### src/rtl/alu_pkg.sv
// Shared ALU definitions.
// FSM state encoding and shift-count width for the normalize unit.
package alu_pkg;

    localparam int CNT_W = 6;

    typedef enum logic [1:0] {
        IDLE,
        SHIFT,
        DONE
    } norm_state_t;

endpackage

### src/rtl/normalize_unit.sv
// Iterative normalizer: shifts the operand left one bit per cycle
// until the top bit (unsigned) or the sign boundary (signed) is reached.
module normalize_unit
    import alu_pkg::*;
#(
    parameter int DATA_WIDTH = 32
) (
    input  logic                  clk,
    input  logic                  rst,
    input  logic                  in_valid,
    output logic                  in_ready,
    input  logic [DATA_WIDTH-1:0] a,
    input  logic                  signed_mode,
    output logic                  out_valid,
    input  logic                  out_ready,
    output logic [DATA_WIDTH-1:0] normalized,
    output logic [CNT_W-1:0]      shift_count,
    output logic                  zero
);

    norm_state_t           state_q, state_d;
    logic [DATA_WIDTH-1:0] work_q, work_d;
    logic [CNT_W-1:0]      count_q, count_d;
    logic                  zero_q, zero_d;
    logic                  mode_q, mode_d;

    logic                  norm_ok;
    logic [CNT_W-1:0]      limit;

    // Signed mode stops one short: the sign bit itself is never shifted out.
    assign limit = mode_q ? CNT_W'(DATA_WIDTH - 1) : CNT_W'(DATA_WIDTH);

    assign norm_ok = mode_q
        ? (work_q[DATA_WIDTH-1] != work_q[DATA_WIDTH-2])
        : work_q[DATA_WIDTH-1];

    always_comb begin
        state_d = state_q;
        work_d  = work_q;
        count_d = count_q;
        zero_d  = zero_q;
        mode_d  = mode_q;
        unique case (state_q)
            IDLE: begin
                if (in_valid) begin
                    work_d  = a;
                    mode_d  = signed_mode;
                    count_d = '0;
                    zero_d  = (a == '0);
                    state_d = SHIFT;
                end
            end
            SHIFT: begin
                if (norm_ok || (count_q == limit)) begin
                    state_d = DONE;
                end else begin
                    work_d  = {work_q[DATA_WIDTH-2:0], 1'b0};
                    count_d = count_q + CNT_W'(1);
                end
            end
            DONE: begin
                if (out_ready) begin
                    state_d = IDLE;
                end
            end
            default: state_d = IDLE;
        endcase
    end

    always_ff @(posedge clk) begin
        if (rst) begin
            state_q <= IDLE;
            work_q  <= '0;
            count_q <= '0;
            zero_q  <= 1'b0;
            mode_q  <= 1'b0;
        end else begin
            state_q <= state_d;
            work_q  <= work_d;
            count_q <= count_d;
            zero_q  <= zero_d;
            mode_q  <= mode_d;
        end
    end

    assign in_ready    = (state_q == IDLE);
    assign out_valid   = (state_q == DONE);
    assign normalized  = work_q;
    assign shift_count = count_q;
    assign zero        = zero_q;

endmodule

### config.mk
export PLATFORM = sky130hd
export DESIGN_NAME = normalize_unit
export DESIGN_NICKNAME = d
export VERILOG_FILES = /design/src/rtl/alu_pkg.sv /design/src/rtl/normalize_unit.sv
export SDC_FILE = /design/constraint.sdc
export NUM_CORES = 1
export LEC_CHECK = 0
export CORE_MARGIN = 4
export CORE_UTILIZATION = 33
export DETAILED_ROUTE_END_ITERATION = 12
export PLACE_DENSITY = 0.61
export RECOVER_POWER = 100
export SYNTH_ARGS = -nofsm -noshare
export SYNTH_HDL_FRONTEND = slang
export SYNTH_SLANG_ARGS = --single-unit
### constraint.sdc
create_clock -name clk -period 2.3 [get_ports clk]
set_input_delay 0.46 -clock clk [delete_from_list [all_inputs] [get_ports clk]]
set_output_delay 0.46 -clock clk [all_outputs]
set_load 0.05 [all_outputs]
**Word-level counts from Yosys, hierarchy flattened**

Cells that the tools add are included.

- Equal/unequal tests: 8
- $add $sub $neg: 1
- Reductions and logical operators: 7
- Multiplexer cells: 12

Operators by type and width:

| cell | number |
|---|---|
| $mux 32 | 2 |
| $pmux 32 s2 | 1 |
| $logic_not 32->1 | 1 |
| $mux 6 | 3 |
| $pmux 6 s2 | 1 |
| $add 6x1->6 const B | 1 |
| $eq 6x6->1 | 1 |
| $mux 2 | 3 |
| $ne 2x2->1 const B | 3 |
| $pmux 2 s3 | 1 |
| $reduce_and 3->1 | 2 |
| $eq 2x1->1 const B | 1 |
| $eq 2x2->1 const B | 1 |
| $logic_not 2->1 | 1 |
| $ne 2x1->1 const B | 1 |
| $reduce_and 2->1 | 1 |
| $reduce_bool 2->1 | 1 |
| $logic_or 1x1->1 | 1 |
| $mux 1 | 1 |
| $ne 1x1->1 | 1 |

- Output and inout bits: 41
- Register bits: 42
- Input bits: 37
- Word-level logic and storage cells: 33

**Depth between registers and ports, before layout**

Gate-level depths: netlist of the first run.

- Depth in word-level cells: 5
- Mapped depth: 7
- Depth with buffers taken out: 5

**Least setup slack after synthesis of the first run**

Ideal clock, no wire load.

- Kind: register -> register
- From: register count_q[5], in the netlist shift_count[5]
- To: register count_q[1], in the netlist shift_count[1]
- Buffers on the path: 2
- Stages on the path, launching flop included: 7
- Path slack: 223 ps
- Clock period less this slack: 2077 ps
- Data arrival time: 2005 ps
- Library setup time: 72 ps
- Data required time: 2228 ps
- Cells stage by stage: dfxtp_1 > or3b_2 > o221ai_4 > o21a_4 > buf_6 > buf_12 > mux2i_1

- Cells in the longest elaborated chain, start to end: 4

RTL lines:

| item | line | text |
|---|---|---|
| start: declaration | normalize_unit.sv:23 | `logic [CNT_W-1:0] count_q, count_d;` |
| start signal: assignment | normalize_unit.sv:80 | `count_q <= count_d;` |
| $eq 6x6->1 | normalize_unit.sv:54 | `if (norm_ok \|\| (count_q == limit)) begin` |
| $logic_or 1x1->1 | normalize_unit.sv:54 |  |
| $ne 2x2->1 (no source line) | - |  |
| $reduce_and 3->1 (no source line) | - |  |

Every way passes these cells.
A chain may end at the register's enable or synchronous reset.

**Worst setup path in the final report of the first run**

- From: register state_q[0]
- To: output in_ready

- Cells in the longest elaborated chain, start to end: 1

RTL lines:

| item | line | text |
|---|---|---|
| start: declaration | normalize_unit.sv:21 | `norm_state_t state_q, state_d;` |
| start signal: assignment | normalize_unit.sv:78 | `state_q <= state_d;` |
| $logic_not 2->1 | normalize_unit.sv:86 | `assign in_ready = (state_q == IDLE);` |
| end: declaration | normalize_unit.sv:11 | `output logic in_ready,` |

Every way passes these cells.

==> run_results.csv, run 1 <==
group,metric,value,unit
status,outcome,"finished clean",
power_and_ir_drop,p_leak,0.00139,uW
synth,ys_types,35,
synth,synth-edff-count,0,
layout,final_util,48.0,%
sta,maxSlewViolCount,0,
worst_setup_path,crit_path_start,"state_q[0]$_SDFFE_PP0P_",
die,initial_utilization,33.7,%
global_route,grt_overflow_total,0,
cts,clock-root-buffer,"clkbuf_8",
sta,clock.fmax,0.465,GHz
die,core,6760,sq um
synth,async_flop_share,0,%
synth,ys.flop_type,"dfxtp_1",
route,dr.pass1.iters,4,
flow_run,max-cap-violations,0,
cts,hold_buffers,0,
route,drc,0,
cts,cts.sinks,42,
layout,fin_cells,402,
cts,insertion_delay,0.30,ns
synth,syn_nets,285,
cts,clockBufferDepth,2,
sta,hold_violations,0,
synth,synth_area,2280,sq um
global_route,first_global_vias,2019,
global_route,grtUsageTotal,14.8,%
placement,portBuffers,77,
cts,clk_pin_slew,0.08,ns
worst_setup_path,cp_max_fo,4,
sta,fin_crit_sh,93.5,%
power_and_ir_drop,switching_share,35.9,%
route,wl,5980,microns
power_and_ir_drop,peakVddDrop,0.000300,V
route,vias,2032,
power_and_ir_drop,pwr-share-seq,37.0,%
layout,final_nets,360,
sta,finalSetupTns,0,ns
layout,layout-drive-gt1-share,16.5,%
synth,synth-warning-count,0,
power_and_ir_drop,power_switching,847,uW
layout,num_antenna_cells,0,
worst_setup_path,timing.rr.start,"shift_count[1]$_SDFFE_PP0P_",
placement,gp_congestion,0.806,
sta,worst_pin_slew,0.534,ns
route,wl_per_cell,14.9,microns
cts,cts_tree,"built",
sta,period_needed,2.15,ns
sta,slew_headroom,64.3,%
synth,synth_cells,247,
sta,rsz0062_at_grt,"no",
layout,final_area,3240,sq um
worst_setup_path,rrSetupSlack,0.19,ns
route,antenna_left,0,
die,dieHeight,91.0,microns
cts,post_cts_resize_count,0,
power_and_ir_drop,pwr-share-comb,37.3,%
worst_setup_path,end_kind,"output port",
power_and_ir_drop,clockPowerShare,25.7,%
die,die_x,91.0,microns
worst_setup_path,worst_ep_arrival_time,1.69,ns
route,vias_per_cell,5.05,
cts,h-tree-depth,2,
worst_setup_path,r2r-end,"normalized[27]$_SDFFE_PP0P_",
die,row_count,30,
cts,post-cts-setup-buffers,0,
placement,placed_cells,395,
route,drt-initial-drc-count,68,
worst_setup_path,worst_r2r_path_depth,5,
die,dieArea,8290,sq um
worst_setup_path,crit_end,"in_ready",
sta,finClkSkew,0.00816,ns
layout,syn_to_final_growth,42.6,%
worst_setup_path,critPathKind,"flop to output port",
placement,dpl.hpwl,4420,microns
power_and_ir_drop,internal_power,1510,uW
synth,yosys_register_bits,42,
global_route,grt_pass1_wl,10000,microns
worst_setup_path,critPathLaunchType,"flop",
synth,syn_avg_cell_area,9.21,sq um
cts,numCtsBuffers,5,
worst_setup_path,required,1.84,ns
min_path,hold_path_class,"flop to flop",
sta,setup_violations,0,
global_route,grt_max_degree,40,
placement,placed_area,3140,sq um
power_and_ir_drop,pwr_density_cell,727,nW/um^2
synth,yosysSeqAreaShare,36.9,%
die,io_pins,78,
global_route,antenna_found_initial,0,
[sequential cells by signal, indices dropped and copies added, names as in the netlist]
name and flops:
state_q 2, normalized 32, mode_q 1, shift_count 6, zero 1
[worst max-delay path, cell delays in order (launching register included)]
cell	delay [ns]
dfxtp_1	0.34
nor2_1	0.15
dlygate4sd3_1	0.90
[area by class of cell]
class | instances | area, sq um
inverter | 2 | 7.51
timing repair buffer | 85 | 856
multi-input combinational | 186 | 1330
tap | 80 | 100
sequential | 42 | 841
fill | 665 | 3510
clock buffer | 6 | 82.6
clock inverter | 1 | 30.0
[metal layers]
metal	part of all wire [%]	wire, microns	GRT usage (%)
met1	48	2840	19.7
met2	45	2690	22.7
met3	6.5	389	5.39
met4	0.97	58	3.39
met5	0	0	0
[metrics by stage]
step	hold slack, ns	setup WS [ns]	total power, uW
floorplan	0.462	0.223	1510
global placement	0.460	0.343	1800
detailed placement	0.470	0.264	1810
CTS	0.485	0.162	2420
global route	0.495	0.0543	2480
finish	0.472	0.150	2360
[cells in the mapped netlist, drive strengths merged (3+ instances only)]
cell type	n	area, sq um
nor4b	4	35.0
a311o	4	40.0
buf	8	62.6
nand3	3	15.0
clkbuf	9	33.8
a21oi	3	15.0
mux2	31	349
and3	3	18.8
nand2	66	248
a31o	3	26.3
nand4	3	18.8
dfxtp	42	841
nor2	6	22.5
nor4	9	56.3
mux2i	32	320
nor3	4	20.0
[cells by family (layout without fill, tap and decap cells)]
family / Yosys count / count (layout) / share of synthesized area, %
fa+ha+maj: 1 / 1 / 0.550
flops: 42 / 42 / 36.9
buf+inv: 19 / 94 / 4.56
compound gates: 14 / 14 / 5.99
simple gates: 108 / 108 / 22.5
mux: 63 / 63 / 29.4
[cells in the final DEF (no fill, tap or decap), types with 2 or more instances in the layout]
master and n:
clkbuf_8 6, nand4_1 3, nor4b_1 4, a21oi_1 3
and4_1 2, and3_1 3, dfxtp_1 42, nand3_1 3
clkdlybuf4s50_1 36, mux2i_1 32, nor3_1 4, a311o_1 4
mux2_2 31, nand2b_1 2, buf_4 5, dlygate4sd3_1 41
buf_12 2, a31o_2 3, nor4_1 9, nor2_1 6
nand2_1 66
[how the worst min path moves through the flow]
stage,to,cells past startpoint,slack [ns],from
3_5_place_dp,normalized[8]$_SDFFE_PP0P_,2,0.47,normalized[8]$_SDFFE_PP0P_
4_1_cts,normalized[17]$_SDFFE_PP0P_,2,0.48,normalized[17]$_SDFFE_PP0P_
6_report,normalized[17]$_SDFFE_PP0P_,2,0.47,normalized[17]$_SDFFE_PP0P_
5_1_grt,normalized[2]$_SDFFE_PP0P_,2,0.49,normalized[2]$_SDFFE_PP0P_
3_3_place_gp,normalized[11]$_SDFFE_PP0P_,2,0.46,normalized[11]$_SDFFE_PP0P_
2_1_floorplan,mode_q$_SDFFE_PP0P_,2,0.46,mode_q$_SDFFE_PP0P_
[power by group through the flow]
stage,logic (uW),clock network [uW],registers (uW)
CTS,919,628,876
finish,879,606,872
floorplan,373,0,1140
global placement,910,0,893
global route,937,656,887
detailed placement,915,0,892
No activity file was read; power rests on OpenSTA's default activity.
==> run 2: changes to the inputs <==
--- a/config.mk
+++ b/config.mk
@@ -5,6 +5,7 @@
 export SDC_FILE = /design/constraint.sdc
 export NUM_CORES = 1
 export LEC_CHECK = 0
+export ABC_AREA = 1
 export CORE_MARGIN = 4
 export CORE_UTILIZATION = 33
 export DETAILED_ROUTE_END_ITERATION = 12
==> run_results.csv, run 2 <==
group,metric,value,unit
layout,layout_common_cells,"nor2_1, nand2_1, inv_1",
synth,synth_most_common_cell,"nor2_1",
synth,async_flop_share,0,%
worst_setup_path,crit_chain,"nor2_1, clkdlybuf4s50_1",
power_and_ir_drop,internal_power,1490,uW
route,drt-initial-drc-count,128,
synth,synth-warning-count,0,
layout,layout-drive-gt1-share,4.44,%
layout,num_antenna_cells,0,
worst_setup_path,critPathKind,"flop to output port",
sta,finalSetupTns,0,ns
global_route,grt_max_degree,48,
route,wl,6690,microns
route,vias,2579,
die,dieHeight,93.0,microns
layout,fillCellCount,758,
power_and_ir_drop,switching_share,43.8,%
synth,synth_top_family_by_area,"simple AND/OR/NAND/NOR gates",
synth,synth_xor_area_share,0,%
cts,cts.sinks,42,
sta,setup_violations,0,
sta,maxSlewViolCount,0,
worst_setup_path,cp_slowest_cell,"clkdlybuf4s50_1",
power_and_ir_drop,pwr_density_cell,800,nW/um^2
die,initial_utilization,34.5,%
global_route,grtUsageTotal,16.0,%
sta,hold_violations,0,
global_route,top_usage_layer,"met2",
synth,synth_area_leaders,"dfxtp_1, nor2_1, nand2_1, nand3_1, o21ai_0",
synth,syn_avg_cell_area,5.92,sq um
route,drc,0,
global_route,antenna_found_initial,0,
layout,syn_to_final_growth,38.8,%
worst_setup_path,end_kind,"output port",
synth,synth_cells,403,
sta,clock.fmax,0.454,GHz
synth,synthSimpleGateAreaFrac,42.8,%
cts,post_cts_resize_count,0,
global_route,grtUsageMet2,27.1,%
global_route,grt_overflow_total,0,
layout,seq_area,841,sq um
sta,fin_crit_sh,95.7,%
power_and_ir_drop,peakVddDrop,0.000299,V
placement,dpl.hpwl,4890,microns
layout,multi_input_area,1230,sq um
cts,numCtsBuffers,5,
worst_setup_path,required,1.84,ns
synth,ys_types,20,
layout,largest_reg_flops,32,
route,vias_per_cell,4.53,
route,wl_per_cell,11.8,microns
synth,synth_area,2390,sq um
die,die_x,93.0,microns
cts,hold_buffers,0,
min_path,hold_path_class,"flop to flop",
global_route,grt_util_met1,21.1,%
route,dr.pass1.iters,4,
synth,synth.area.mux_share,0,%
cts,h-tree-depth,2,
global_route,first_global_vias,2420,
synth,synth-edff-count,0,
layout,final_nets,512,
power_and_ir_drop,power_switching,1160,uW
sta,slew_headroom,44.5,%
synth,synth_adder_area_share,0.524,%
synth,synth_common_cells,"nor2_1, nand2_1, inv_1, nand3_1, dfxtp_1",
sta,rsz0062_at_grt,"no",
synth,yosys_register_bits,42,
power_and_ir_drop,pwr-share-seq,34.5,%
worst_setup_path,worst_ep_arrival_time,1.74,ns
cts,cts_tree,"built",
flow_run,max-cap-violations,0,
synth,synth-compound-area-share,8.70,%
cts,insertion_delay,0.29,ns
global_route,grt_util_met3,3.30,%
worst_setup_path,cp_max_fo,4,
placement,gp_congestion,0.805,
die,io_pins,78,
sta,worst_pin_slew,0.833,ns
die,row_count,30,
power_and_ir_drop,pwr-share-comb,47.6,%
synth,synth_top_cell_area_share,35.2,%
cts,clockBufferDepth,2,
power_and_ir_drop,p_leak,0.00158,uW
power_and_ir_drop,clockPowerShare,17.8,%
synth,syn_nets,441,
power_and_ir_drop,power,2650,uW
synth,synth_area_leader_cell,"dfxtp_1",
synth,yosysSeqAreaShare,35.2,%
sta,period_needed,2.20,ns
global_route,grt_pass1_wl,11400,microns
synth,ys.flop_type,"dfxtp_1",
cts,post-cts-setup-buffers,0,
worst_setup_path,critPathLaunchType,"flop",
placement,portBuffers,77,
die,dieArea,8650,sq um
die,core,6910,sq um
layout,final_common_cell,"nor2_1",
cts,clk_pin_slew,0.08,ns
worst_setup_path,rrSetupSlack,0.32,ns
route,antenna_left,0,
worst_setup_path,critical_path.max_stage_delay,0.87,ns
status,outcome,"finished clean",
cts,clock-root-buffer,"clkbuf_8",
sta,finClkSkew,0.0117,ns
run 2: layout make-up:
class | instances | share of cell area [%]
multi-input combinational | 291 | 37.2
timing repair buffer | 85 | 25.7
sequential | 42 | 25.4
inverter | 49 | 5.55
tap | 96 | 3.63
clock buffer | 6 | 2.49
run 2: power by group through the flow:
stage	clock, uW	sequential [uW]	combinational (uW)
after CTS	491	924	1320
final	472	915	1260
after global routing	523	933	1390
after floorplan	0	1300	533
after global placement	0	938	1310
after detailed placement	0	939	1310
run 2: routing by layer:
metal	routed length [microns]	part of all wire, %
met5	0	0
met4	45	0.67
met3	321	4.8
met2	3200	48
met1	3130	47
run 2: per-stage QoR:
stage               util [%]  instances  area (sq um)  worst slack, ns  hold slack [ns]
finish                  48.0        569          3310           0.0982            0.510
CTS                     48.1        569          3320           0.0760            0.512
global route            48.0        569          3310           0.0314            0.554
global placement        46.9        563          3240            0.410            0.490
floorplan                  -        403          2390            0.309            0.464
detailed placement      46.9        563          3240            0.379            0.497
run 2: cell families (layout without fill, tap and decap cells):
kind of cell,after synthesis,in the layout
adders and majority gates,1,1
AOI/OAI and AO/OA,41,41
buffers and inverters,70,140
and+or+nand+nor,249,249
DFF,42,42
run 2: critical path: cells and delay by family, from the launching register on:
family / cells / cell delay [ns]
buffers and inverters: 1 / 0.87
flip-flops: 1 / 0.34
AND/OR/NAND/NOR: 1 / 0.25
run 2: worst paths after layout:
kind	end	cells past startpoint	from
setup reg to reg	normalized[11]$_SDFFE_PP0P_	10	state_q[0]$_SDFFE_PP0P_
setup / recovery	in_ready	2	state_q[1]$_SDFFE_PP0P_
hold / removal	mode_q$_SDFFE_PP0P_	2	mode_q$_SDFFE_PP0P_
hold reg to reg	mode_q$_SDFFE_PP0P_	2	mode_q$_SDFFE_PP0P_
==> run 3: changes to the inputs <==
--- a/config.mk
+++ b/config.mk
@@ -10,7 +10,8 @@
 export CORE_UTILIZATION = 33
 export DETAILED_ROUTE_END_ITERATION = 12
 export PLACE_DENSITY = 0.61
-export RECOVER_POWER = 100
+export RECOVER_POWER = 25
 export SYNTH_ARGS = -nofsm -noshare
 export SYNTH_HDL_FRONTEND = slang
 export SYNTH_SLANG_ARGS = --single-unit
+export TNS_END_PERCENT = 5
==> run_results.csv, run 3 (synthesis results as in run 2) <==
group,metric,value,unit
power_and_ir_drop,peakVddDrop,0.000308,V
layout,fillCellCount,757,
flow_run,max-cap-violations,0,
layout,layout-drive-gt1-share,4.44,%
layout,largest_reg_flops,32,
layout,final_common_cell,"nor2_1",
cts,hold_buffers,0,
worst_setup_path,critPathKind,"flop to output port",
layout,syn_to_final_growth,39.0,%
worst_setup_path,end_kind,"output port",
placement,gp_congestion,0.805,
cts,cts_tree,"built",
power_and_ir_drop,p_leak,0.00152,uW
global_route,grt_max_degree,48,
route,vias,2571,
worst_setup_path,required,1.84,ns
sta,finalSetupTns,0,ns
route,wl,6690,microns
status,outcome,"finished clean",
worst_setup_path,cp_max_fo,4,
die,io_pins,78,
global_route,grt_pass1_wl,11400,microns
layout,final_nets,512,
cts,post-cts-setup-buffers,0,
route,drc,0,
route,wl_per_cell,11.8,microns
cts,clock-root-buffer,"clkbuf_8",
worst_setup_path,rrSetupSlack,0.34,ns
cts,h-tree-depth,2,
route,antenna_left,0,
cts,post_cts_resize_count,0,
die,dieArea,8650,sq um
global_route,first_global_vias,2420,
die,dieHeight,93.0,microns
worst_setup_path,worst_r2r_path_depth,8,
sta,period_needed,2.22,ns
sta,hold_violations,0,
sta,finClkSkew,0.0115,ns
global_route,antenna_found_initial,0,
die,row_count,30,
route,drt-initial-drc-count,133,
worst_setup_path,crit_end,"in_ready",
min_path,hold_path_class,"flop to flop",
power_and_ir_drop,power,2680,uW
worst_setup_path,r2r-end,"normalized[16]$_SDFFE_PP0P_",
layout,num_antenna_cells,0,
layout,layout_common_cells,"nor2_1, nand2_1, clkdlybuf4s50_1",
route,vias_per_cell,4.52,
power_and_ir_drop,pwr_density_cell,808,nW/um^2
worst_setup_path,worst_ep_arrival_time,1.76,ns
cts,insertion_delay,0.29,ns
cts,numCtsBuffers,5,
sta,maxSlewViolCount,0,
placement,portBuffers,77,
global_route,grt_overflow_total,0,
worst_setup_path,critPathLaunchType,"flop",
die,core,6910,sq um
die,initial_utilization,34.5,%
die,die_x,93.0,microns
route,dr.pass1.iters,4,
sta,clock.fmax,0.451,GHz
sta,setup_violations,0,
placement,dpl.hpwl,4890,microns
cts,cts.sinks,42,
sta,worst_pin_slew,0.837,ns
sta,fin_crit_sh,96.3,%
sta,rsz0062_at_grt,"no",
worst_setup_path,crit_path_start,"state_q[1]$_SDFFE_PP0P_",
cts,clk_pin_slew,0.08,ns
worst_setup_path,timing.rr.start,"shift_count[0]$_SDFFE_PP0P_",
sta,slew_headroom,44.2,%
global_route,grtUsageTotal,16.0,%
cts,clockBufferDepth,2,
==> run 3: cell count changes in the layout (fill, tap and decap cells not counted), sizes merged <==
cell,delta
dlygate4sd3,-26
clkdlybuf4s50,+26
==> run 3: through the flow <==
step	utilization, %	std cells	instance area [sq um]	hold WS, ns	worst slack (ns)
6_report	48.0	569	3320	0.510	0.0840
5_1_grt	48.0	569	3320	0.557	0.0319
4_1_cts	48.1	569	3320	0.512	0.0760
3_5_place_dp	46.9	563	3240	0.497	0.379
3_3_place_gp	46.9	563	3240	0.490	0.410
2_1_floorplan	-	403	2390	0.464	0.309
==> run 3: worst min path at each step <==
stage / startpoint / endpoint / slack [ns] / cells past startpoint
after floorplan: mode_q$_SDFFE_PP0P_ / mode_q$_SDFFE_PP0P_ / 0.46 / 2
after CTS: mode_q$_SDFFE_PP0P_ / mode_q$_SDFFE_PP0P_ / 0.51 / 2
after global placement: mode_q$_SDFFE_PP0P_ / mode_q$_SDFFE_PP0P_ / 0.49 / 2
after detailed placement: mode_q$_SDFFE_PP0P_ / mode_q$_SDFFE_PP0P_ / 0.50 / 2
final: mode_q$_SDFFE_PP0P_ / mode_q$_SDFFE_PP0P_ / 0.51 / 2
after global routing: shift_count[3]$_SDFFE_PP0P_ / shift_count[3]$_SDFFE_PP0P_ / 0.56 / 2
==> run 3: power by group <==
part	switching (uW)	total, uW	internal [uW]
Sequential	74.5	919	844
Clock	241	473	232
Combinational	852	1290	437
==> run 3: worst max-delay path, stage by stage (launching register included) <==
cell and delay [ns]:
dfxtp_1 0.35, nor2_1 0.25, clkdlybuf4s50_1 0.86
==> run 3: per-layer routing <==
metal	vias up	wire, microns	track usage [%]
li1	1373	-	-
met1	1129	3140	21.1
met2	64	3180	27.1
met3	5	322	3.30
met4	0	45	3.42
met5	-	0	0
==> run 3: area by class of cell <==
type	instances	area, sq um	area share [%]
multi-input combinational	291	1240	37.3
inverter	49	184	5.55
clock buffer	6	82.6	2.49
timing repair buffer	85	851	25.7
sequential	42	841	25.3
tap	96	120	3.62
